## src/rtl/uart_tx_fifo_pkg.sv

```systemverilog
// Shared definitions for the UART transmit FIFO: MMIO map, default sizing
// and the per-cycle operation classification used by the occupancy logic.
package uart_tx_fifo_pkg;

    localparam logic [31:0] UART_CTRL_ADDR = 32'h8000_0000;
    localparam logic [31:0] UART_RX_ADDR   = 32'h8000_0004;
    localparam logic [31:0] UART_TX_ADDR   = 32'h8000_0008;
    localparam logic [31:0] CYCLE_CNT_ADDR = 32'h8000_0010;
    localparam logic [31:0] INST_CNT_ADDR  = 32'h8000_0014;
    localparam logic [31:0] CNT_RST_ADDR   = 32'h8000_0018;

    localparam int TX_FIFO_DEPTH   = 8;
    localparam int UART_DATA_WIDTH = 8;

    typedef enum logic [1:0] {
        FIFO_IDLE = 2'b00,
        FIFO_POP  = 2'b01,
        FIFO_PUSH = 2'b10,
        FIFO_BOTH = 2'b11
    } fifo_op_e;

    function automatic fifo_op_e fifo_op(input logic push, input logic pop);
        fifo_op_e op;
        case ({push, pop})
            2'b10:   op = FIFO_PUSH;
            2'b01:   op = FIFO_POP;
            2'b11:   op = FIFO_BOTH;
            default: op = FIFO_IDLE;
        endcase
        return op;
    endfunction

endpackage

```

## src/rtl/uart_tx_fifo_if.sv

```systemverilog
// Store-side push port, UART-side valid/ready port and status flags of the
// transmit FIFO. The slave modport is the FIFO itself.
interface uart_tx_fifo_if
    import uart_tx_fifo_pkg::*;
#(
    parameter int DEPTH = TX_FIFO_DEPTH,
    parameter int WIDTH = UART_DATA_WIDTH
) ();

    logic                     wr_en;
    logic [WIDTH-1:0]         wr_data;
    logic                     clr_ovf;
    logic [WIDTH-1:0]         tx_data;
    logic                     tx_valid;
    logic                     tx_ready;
    logic                     full;
    logic                     empty;
    logic [$clog2(DEPTH):0]   count;
    logic                     overflow;

    modport master (
        output wr_en, wr_data, clr_ovf, tx_ready,
        input  tx_data, tx_valid, full, empty, count, overflow
    );

    modport slave (
        input  wr_en, wr_data, clr_ovf, tx_ready,
        output tx_data, tx_valid, full, empty, count, overflow
    );

endinterface

```

## src/rtl/uart_tx_fifo_fifo_ram.sv

```systemverilog
// Byte storage for the transmit FIFO: synchronous write, asynchronous read.
// Contents are deliberately not reset; occupancy logic guards every read.
module fifo_ram #(
    parameter int DEPTH = 8,
    parameter int WIDTH = 8
) (
    input  logic                     clk,
    input  logic                     we_i,
    input  logic [$clog2(DEPTH)-1:0] waddr_i,
    input  logic [WIDTH-1:0]         wdata_i,
    input  logic [$clog2(DEPTH)-1:0] raddr_i,
    output logic [WIDTH-1:0]         rdata_o
);

    logic [WIDTH-1:0] mem_q [DEPTH];

    // Write port: one entry per accepted push.
    always_ff @(posedge clk) begin
        if (we_i) begin
            mem_q[waddr_i] <= wdata_i;
        end
    end

    assign rdata_o = mem_q[raddr_i];

endmodule

```

## src/rtl/uart_tx_fifo.sv

```systemverilog
// Byte FIFO between the MMIO transmit-data store and the UART transmitter.
// Pointers, occupancy and flags are registered; head byte is read straight out of storage.
module uart_tx_fifo
    import uart_tx_fifo_pkg::*;
#(
    parameter int DEPTH = TX_FIFO_DEPTH,
    parameter int WIDTH = UART_DATA_WIDTH
) (
    input  logic          clk,
    input  logic          rst,
    uart_tx_fifo_if.slave bus
);

    localparam int AW = $clog2(DEPTH);
    localparam int CW = AW + 1;

    logic [AW-1:0]    wr_ptr_q, wr_ptr_d;
    logic [AW-1:0]    rd_ptr_q, rd_ptr_d;
    logic [CW-1:0]    count_q, count_d;
    logic             full_q, full_d;
    logic             empty_q, empty_d;
    logic             overflow_q, overflow_d;
    logic             push_s;
    logic             pop_s;
    logic             drop_s;
    fifo_op_e         op_s;
    logic [WIDTH-1:0] rdata_s;

    fifo_ram #(
        .DEPTH (DEPTH),
        .WIDTH (WIDTH)
    ) u_ram (
        .clk     (clk),
        .we_i    (push_s),
        .waddr_i (wr_ptr_q),
        .wdata_i (bus.wr_data),
        .raddr_i (rd_ptr_q),
        .rdata_o (rdata_s)
    );

    // Next-state for pointers, occupancy and flags; a full FIFO drops the push even when a pop frees a slot.
    always_comb begin
        push_s   = bus.wr_en && !full_q;
        pop_s    = !empty_q && bus.tx_ready;
        drop_s   = bus.wr_en && full_q;
        op_s     = fifo_op(push_s, pop_s);
        wr_ptr_d = wr_ptr_q;
        rd_ptr_d = rd_ptr_q;
        count_d  = count_q;
        case (op_s)
            FIFO_PUSH: begin
                wr_ptr_d = wr_ptr_q + AW'(1);
                count_d  = count_q + CW'(1);
            end
            FIFO_POP: begin
                rd_ptr_d = rd_ptr_q + AW'(1);
                count_d  = count_q - CW'(1);
            end
            FIFO_BOTH: begin
                wr_ptr_d = wr_ptr_q + AW'(1);
                rd_ptr_d = rd_ptr_q + AW'(1);
                count_d  = count_q;
            end
            default: begin
                count_d = count_q;
            end
        endcase
        full_d  = (count_d == CW'(DEPTH));
        empty_d = (count_d == CW'(0));
        if (drop_s) begin
            overflow_d = 1'b1;
        end else if (bus.clr_ovf) begin
            overflow_d = 1'b0;
        end else begin
            overflow_d = overflow_q;
        end
    end

    // State registers; reset empties the queue at once so tx_valid falls without a clock.
    always_ff @(posedge clk or negedge rst) begin
        if (!rst) begin
            wr_ptr_q   <= '0;
            rd_ptr_q   <= '0;
            count_q    <= '0;
            full_q     <= 1'b0;
            empty_q    <= 1'b1;
            overflow_q <= 1'b0;
        end else begin
            wr_ptr_q   <= wr_ptr_d;
            rd_ptr_q   <= rd_ptr_d;
            count_q    <= count_d;
            full_q     <= full_d;
            empty_q    <= empty_d;
            overflow_q <= overflow_d;
        end
    end

    assign bus.tx_valid = !empty_q;
    assign bus.tx_data  = rdata_s;
    assign bus.full     = full_q;
    assign bus.empty    = empty_q;
    assign bus.count    = count_q;
    assign bus.overflow = overflow_q;

endmodule

```

## src/flat_wrapper.sv

```systemverilog
// flat-port wrapper written by rule: the top's interface ports become plain ports
module uart_tx_fifo_flat import uart_tx_fifo_pkg::*;
#(
    parameter int DEPTH = TX_FIFO_DEPTH,
    parameter int WIDTH = UART_DATA_WIDTH
)
  (clk, rst, bus_wr_en, bus_wr_data, bus_clr_ovf, bus_tx_ready, bus_tx_data, bus_tx_valid, bus_full, bus_empty, bus_count, bus_overflow);
  uart_tx_fifo_if #(.DEPTH(DEPTH), .WIDTH(WIDTH)) bus_i ();
  input  logic clk;
  input  logic rst;
  input wire logic [$bits(bus_i.wr_en)-1:0] bus_wr_en;
  input wire logic [$bits(bus_i.wr_data)-1:0] bus_wr_data;
  input wire logic [$bits(bus_i.clr_ovf)-1:0] bus_clr_ovf;
  input wire logic [$bits(bus_i.tx_ready)-1:0] bus_tx_ready;
  output wire logic [$bits(bus_i.tx_data)-1:0] bus_tx_data;
  output wire logic [$bits(bus_i.tx_valid)-1:0] bus_tx_valid;
  output wire logic [$bits(bus_i.full)-1:0] bus_full;
  output wire logic [$bits(bus_i.empty)-1:0] bus_empty;
  output wire logic [$bits(bus_i.count)-1:0] bus_count;
  output wire logic [$bits(bus_i.overflow)-1:0] bus_overflow;
  assign bus_i.wr_en = bus_wr_en;
  assign bus_i.wr_data = bus_wr_data;
  assign bus_i.clr_ovf = bus_clr_ovf;
  assign bus_i.tx_ready = bus_tx_ready;
  assign bus_tx_data = bus_i.tx_data;
  assign bus_tx_valid = bus_i.tx_valid;
  assign bus_full = bus_i.full;
  assign bus_empty = bus_i.empty;
  assign bus_count = bus_i.count;
  assign bus_overflow = bus_i.overflow;
  uart_tx_fifo #(.DEPTH(DEPTH), .WIDTH(WIDTH)) u_core (.clk(clk), .rst(rst), .bus(bus_i));
endmodule
```

## config.mk

```make
export PLATFORM = sky130hd
export DESIGN_NAME = uart_tx_fifo_flat
export DESIGN_NICKNAME = d
export VERILOG_FILES = /design/src/rtl/uart_tx_fifo_pkg.sv /design/src/rtl/uart_tx_fifo_if.sv /design/src/rtl/uart_tx_fifo_fifo_ram.sv /design/src/rtl/uart_tx_fifo.sv /design/src/flat_wrapper.sv
export SDC_FILE = /design/constraint.sdc
export NUM_CORES = 1
export LEC_CHECK = 0
export BUFFER_PORTS_ARGS = -buffer_cell sky130_fd_sc_hd__buf_2
export CAP_MARGIN = 15
export CORE_ASPECT_RATIO = 0.8
export CORE_UTILIZATION = 43
export CTS_CLUSTER_SIZE = 20
export DETAILED_ROUTE_END_ITERATION = 12
export PLACE_DENSITY_LB_ADDON = 0.3
export SLEW_MARGIN = 20
export SYNTH_ARGS = -nofsm -noshare
export SYNTH_HDL_FRONTEND = slang
export SYNTH_SLANG_ARGS = --single-unit
```

## constraint.sdc

```tcl
create_clock -name clk -period 2.7 [get_ports clk]
set_input_delay 0.135 -clock clk [delete_from_list [all_inputs] [get_ports clk]]
set_output_delay 0.135 -clock clk [all_outputs]
set_load 0.005 [all_outputs]
```

**After elaboration in Yosys (flattened, before gate mapping)**

Memory sizes are Yosys's and may differ from the RTL's.
Index checks and enable logic that the tools add are counted.

- Register bits after elaboration: 13
- Memory bits (writable): 64
- Memories: 1

Memory list:

| memory | depth | width | read ports | clocked after memory_dff | wr ports | RTL line | source |
|---|---|---|---|---|---|---|---|
| u_core.u_ram.mem_q | 8 | 8 | 1 | 0 | 1 | uart_tx_fifo_fifo_ram.sv:15 | `logic [WIDTH-1:0] mem_q [DEPTH];` |

- Add/subtract/negate cells: 4
- Eq/ne operators: 7
- Multiplexer cells: 6
- Reductions and logical operators: 9

Operators by type and width:

| kind | number |
|---|---|
| equality test 2 bit (second input constant) | 4 |
| case mux 4 bit (2 select lines) | 1 |
| adder 3 x 1 -> 3 bit (second input constant) | 2 |
| case mux 2 bit (3 select lines) | 1 |
| adder 4 x 1 -> 4 bit (second input constant) | 1 |
| equality test 2 x 1 -> 1 bit (second input constant) | 2 |
| equality test 4 bit (second input constant) | 1 |
| zero test 4 bit | 1 |
| two-way mux 1 bit | 4 |
| OR reduction 2 bit | 2 |
| subtractor 4 x 1 -> 4 bit (second input constant) | 1 |
| logical AND 1 bit | 3 |
| zero test 1 bit | 2 |
| nonzero test 2 bit | 1 |

**Depth between registers and ports, before layout**

- Depth in word-level cells: 7
- Depth in mapped cells: 9
- Depth with buffers taken out: 9

**Modules after synthesis**

From an unflattened synthesis, not the netlist that was laid out.

- Cells, all modules: 167
- Area total of the unflattened synthesis: 3260.6 um2

Modules (own cells, without submodules):

| module | instances | cells each | area an instance (um2) | seq. area each (um2) |
|---|---|---|---|---|
| fifo_ram | 1 | 106 | 2531.2 | 1921.8 |
| uart_tx_fifo | 1 | 61 | 729.4 | 326.6 |

**Worst setup path before layout**

OpenSTA, ideal clock, no wires.

- Path type: register to register
- Start point: register u_core.full_q, in the netlist u_core.bus.full
- End point: register u_core.full_q, in the netlist u_core.bus.full
- Library setup time: 119 ps
- Arrival: 2123 ps
- Required time: 2581 ps
- Path slack: 458 ps
- Cell stages (with the launch flop): 10
- Path buffers: 0
- Period minus slack after synthesis: 2242 ps
- Cells stage by stage: dfrtp_1 -> nor2b_1 -> inv_1 -> ha_1 -> xor2_1 -> ha_1 -> a21oi_1 -> xnor3_1 -> a31oi_1 -> o21ba_2

- Longest elaborated chain between the ends: 7
- Elaborated cells on any way between the ends: 10
- Those cells by class: eq/ne: 6; mux: 2; reduce/logical: 2

RTL lines:

| what | RTL line | source |
|---|---|---|
| start, declared | uart_tx_fifo.sv:20 | `logic full_q, full_d;` |
| start signal, assigned | uart_tx_fifo.sv:92 | `full_q <= full_d;` |
| zero test 1 bit (*) | uart_tx_fifo.sv:43 | `push_s = bus.wr_en && !full_q;` |
| logical AND 1 bit (*) | uart_tx_fifo.sv:43 |  |
| equality test 2 bit or equality test 2 x 1 -> 1 bit (tied branches) | uart_tx_fifo_pkg.sv:24 | `case ({push, pop})` |
| case mux 2 bit (3 select lines) (*) | uart_tx_fifo_pkg.sv:24 |  |
| equality test 2 x 1 -> 1 bit or equality test 2 bit (tied branches) | uart_tx_fifo.sv:50 | `case (op_s)` |
| case mux 4 bit (2 select lines) (*) | uart_tx_fifo.sv:50 |  |
| equality test 4 bit (*) | uart_tx_fifo.sv:68 | `full_d = (count_d == CW'(DEPTH));` |
| named net u_core.full_d | uart_tx_fifo.sv:20 |  |

The timed path passes the listed nets; every way through them passes the cells marked *.
A chain may end at the register's enable or synchronous reset.

**Worst setup path after layout**

- Start point: register u_core.empty_q, in the netlist u_core.bus.empty
- End point: register u_core.full_q, in the netlist u_core.bus.full

- Longest elaborated chain between the ends: 7
- Elaborated cells on any way between the ends: 10
- Those cells by class: eq/ne: 6; mux: 2; reduce/logical: 2

RTL lines:

| what | RTL line | source |
|---|---|---|
| start, declared | uart_tx_fifo.sv:21 | `logic empty_q, empty_d;` |
| start signal, assigned | uart_tx_fifo.sv:93 | `empty_q <= empty_d;` |
| zero test 1 bit (*) | uart_tx_fifo.sv:44 | `pop_s = !empty_q && bus.tx_ready;` |
| logical AND 1 bit (*) | uart_tx_fifo.sv:44 |  |
| equality test 2 bit or equality test 2 x 1 -> 1 bit (tied branches) | uart_tx_fifo_pkg.sv:24 |  |
| case mux 2 bit (3 select lines) (*) | uart_tx_fifo_pkg.sv:24 |  |
| equality test 2 x 1 -> 1 bit or equality test 2 bit (tied branches) | uart_tx_fifo.sv:50 |  |
| case mux 4 bit (2 select lines) (*) | uart_tx_fifo.sv:50 |  |
| equality test 4 bit (*) | uart_tx_fifo.sv:68 |  |
| named net u_core.full_d | uart_tx_fifo.sv:20 |  |

Marked as above.

==> metrics.txt <==
combinational fraction of design power=0.313; CTS clock-pin slew for the worst setup and hold paths=0.08 ns; # H-tree levels=3; core area=between 7000 and 8000 µm²; # rows=27; Clk pwr share=0.239; CTS sink count=just under 80; Post-synth ARST share=0.169; via count=about 1600; die width=98.6 µm; Starting Density=0.455; antenna viol nets, final=0; placed cell areas=roughly 3500 µm²; Sequential Power Share=0.449; Synth Flop Type=edfxtp_1; layout net count=about 230; worst endpoint data arrival time=about 2.6 ns; hold_ws=roughly 0.021 ns; Post-Syn Area per Cell=between 15 and 20 µm²; total CTS buffers=9; postcts setup bufs=0; FMAX=about 420 MHz; RSZ-0062 raised after global routing=no; Final period util=0.887; drt pass-1 iters=4; PD cells=about 1100 nW/µm²; clock root buffer=clkbuf_8; worst hold path class=in2reg; Switching Share=0.298; CTS tree=built; worst skew pair latency=~0.34 ns; multi-input logic area=around 900 µm²; Tmin final=about 2.4 ns; Psw=about 1.2 mW; Worst Tran Pin Value=between 0.7 and 0.8 ns; vias per inst=around 5.4; overall power=about 3.9 mW; Final Cell Area=3730 µm²; sequential area share after synthesis=0.701; vias in the first global route=about 1700; gpl congestion=0.817; pins over their slew limit=0; wire per inst=18.8 µm; Crit. End Element=flip-flop; FF+latch count, synth=slightly below 80; crit path kind=reg2reg; status=completed; Layout area overhead=16.1%; Max VDD drop=0.567 mV; clock tree buffer depth=2; share of cells above drive strength 1=0.313; Filler cells=approximately 540; Hold Fails Final Rpt=0; max_cap viols=0; critical path startpoint category=flip-flop; n_diodes=0; full die area=approximately 7800 µm²; Synth Warn #=0; cells after synthesis=between 150 and 200; total global routing overflow=0; Port-buffer cells=28; DP Wirelength=around 3700 µm; fin util=0.528; Worst slew margin=0.508; EDFF count, synth=between 60 and 70; DR iter-0 viols=64; Worst EP required=2.94 ns; register area=roughly 2200 µm²; worst-path fanout max=5; io pins=29; drt drc=0; Synth Cell Area=around 3200 µm²; Fin Setup TNS=0 ns; WL final=approximately 5700 µm; GRT Util Overall=0.159; Internal=2.76 mW; initial antenna violation count=0; clk_skew=~0.011 ns; # setup viols final=0; Die H=between 70 and 80 µm; synth unique cells=30; P_leak=~1.4 nW; Synthesized Nets=about 180; largest net degree at the start of global routing=19; first-pass GRT wire length=8760 µm
-- per-layer routing --
metal,vias to the layer above,GRT usage,wire length (µm)
li1,747,-,-
met3,11,0.0625,264
met2,35,0.263,2840
met4,0,0.0597,88
met5,-,0,0
met1,824,0.190,2470
-- stage by stage --
stage,worst slack (ns),cells
after floorplan,0.458,164
after global placement,0.562,283
after detailed placement,0.331,283
after CTS,0.319,301
after global routing,0.128,301
final,0.306,301
-- repair_timing --
item,in CTS,in global routing
hold buffers,2,0
endpoints found under the hold margin,14,0
resized for setup,0,0
setup endpoints to repair,0,0
-- worst max-delay path, cell delays in order (launching register included) --
cell and delay [ns]:
dfstp_2 0.38, nor2b_1 0.38, ha_1 0.31, xor2_1 0.10, ha_1 0.19, a21oi_1 0.24, xnor3_1 0.27, a31oi_1 0.23
o21ba_2 0.19
-- synth_stat cells (all sizes together) (2+ instances only) --
cell	instances	area, µm²
nor3	3	15.0
mux2	11	124
buf	3	36.3
edfxtp	64	1920
o21ai	2	10.0
inv	4	15.0
nor2	9	33.8
ha	5	62.6
nand2b	3	18.8
dfrtp	12	300
nor3b	2	15.0
nand2	5	18.8
a21oi	2	10.0
clkbuf	3	11.3
nor2b	2	12.5
xor2	4	35.0
xnor2	4	35.0
mux4	16	420
-- final timing paths --
kind,start,endpoint,slack [ns],cells past startpoint
worst max-delay path,u_core.bus.empty$_DFF_PN1_,u_core.bus.full$_DFF_PN0_,0.31,8
worst max register to register,u_core.bus.empty$_DFF_PN1_,u_core.bus.full$_DFF_PN0_,0.31,8
worst min-delay path,bus_wr_en,u_core.bus.overflow$_DFFE_PN0P_,0.02,3
min in group asynchronous,rst,u_core.bus.count[3]$_DFF_PN0_,0.21,2
worst min register to register,u_core.rd_ptr_q[0]$_DFFE_PN0P_,u_core.rd_ptr_q[0]$_DFFE_PN0P_,0.51,1
max in group asynchronous,rst,u_core.bus.empty$_DFF_PN1_,2.21,2
-- sequential cells by signal, summed over array words and instances, names as in the netlist --
| signal | count |
|---|---|
| u_core.u_ram.mem_q | 64 |
| u_core.bus.empty | 1 |
| u_core.bus.full | 1 |
| u_core.bus.overflow | 1 |
| u_core.rd_ptr_q | 3 |
| u_core.bus.count | 4 |
| u_core.wr_ptr_q | 3 |
-- cell type report --
cell class / instances / share of cell area
sequential: 77 / 0.603
multi-input combinational: 77 / 0.241
timing repair buffer: 40 / 0.0631
clock buffer: 9 / 0.0332
tap: 87 / 0.0292
clock inverter: 7 / 0.0259
inverter: 4 / 0.00403
-- power groups by stage --
stage	clock, mW	combinational, mW	sequential, mW
2_1_floorplan	0	0.930	1.68
3_3_place_gp	0	1.18	1.77
3_5_place_dp	0	1.24	1.80
4_1_cts	0.965	1.25	1.77
5_1_grt	1.01	1.35	1.80
6_report	0.939	1.23	1.77
-- cells by family after synthesis --
kind of cell | share of synthesized area
adders and majority gates | 0.0195
DFF | 0.701
AOI/OAI and AO/OA | 0.0140
muxes | 0.170
buffers and inverters | 0.0195
xor gates and xnor gates | 0.0288
and+or+nand+nor | 0.0480
-- layout by cell type (no fill, tap or decap) --
master	count
o21ai_0	2
dlygate4sd3_1	2
inv_6	2
xor2_1	4
a32oi_1	1
nand2_1	5
nor4bb_1	1
nor4b_1	1
o21ba_2	1
buf_2	28
inv_1	4
dfrtp_1	12
nor3_1	3
and3_1	1
ha_1	5
xnor3_1	1
nand2b_1	3
nor2b_1	2
mux4_1	16
buf_4	10
mux2_2	11
or2_2	1
dfstp_2	1
a21oi_1	2
nor2_1	9
bufinv_16	2
xnor2_1	4
and3b_1	1
a31oi_1	1
edfxtp_1	64
clkbuf_8	9
clkinvlp_4	2
nor3b_1	2
clkinv_1	1
Power figures use the tool's default switching activity.
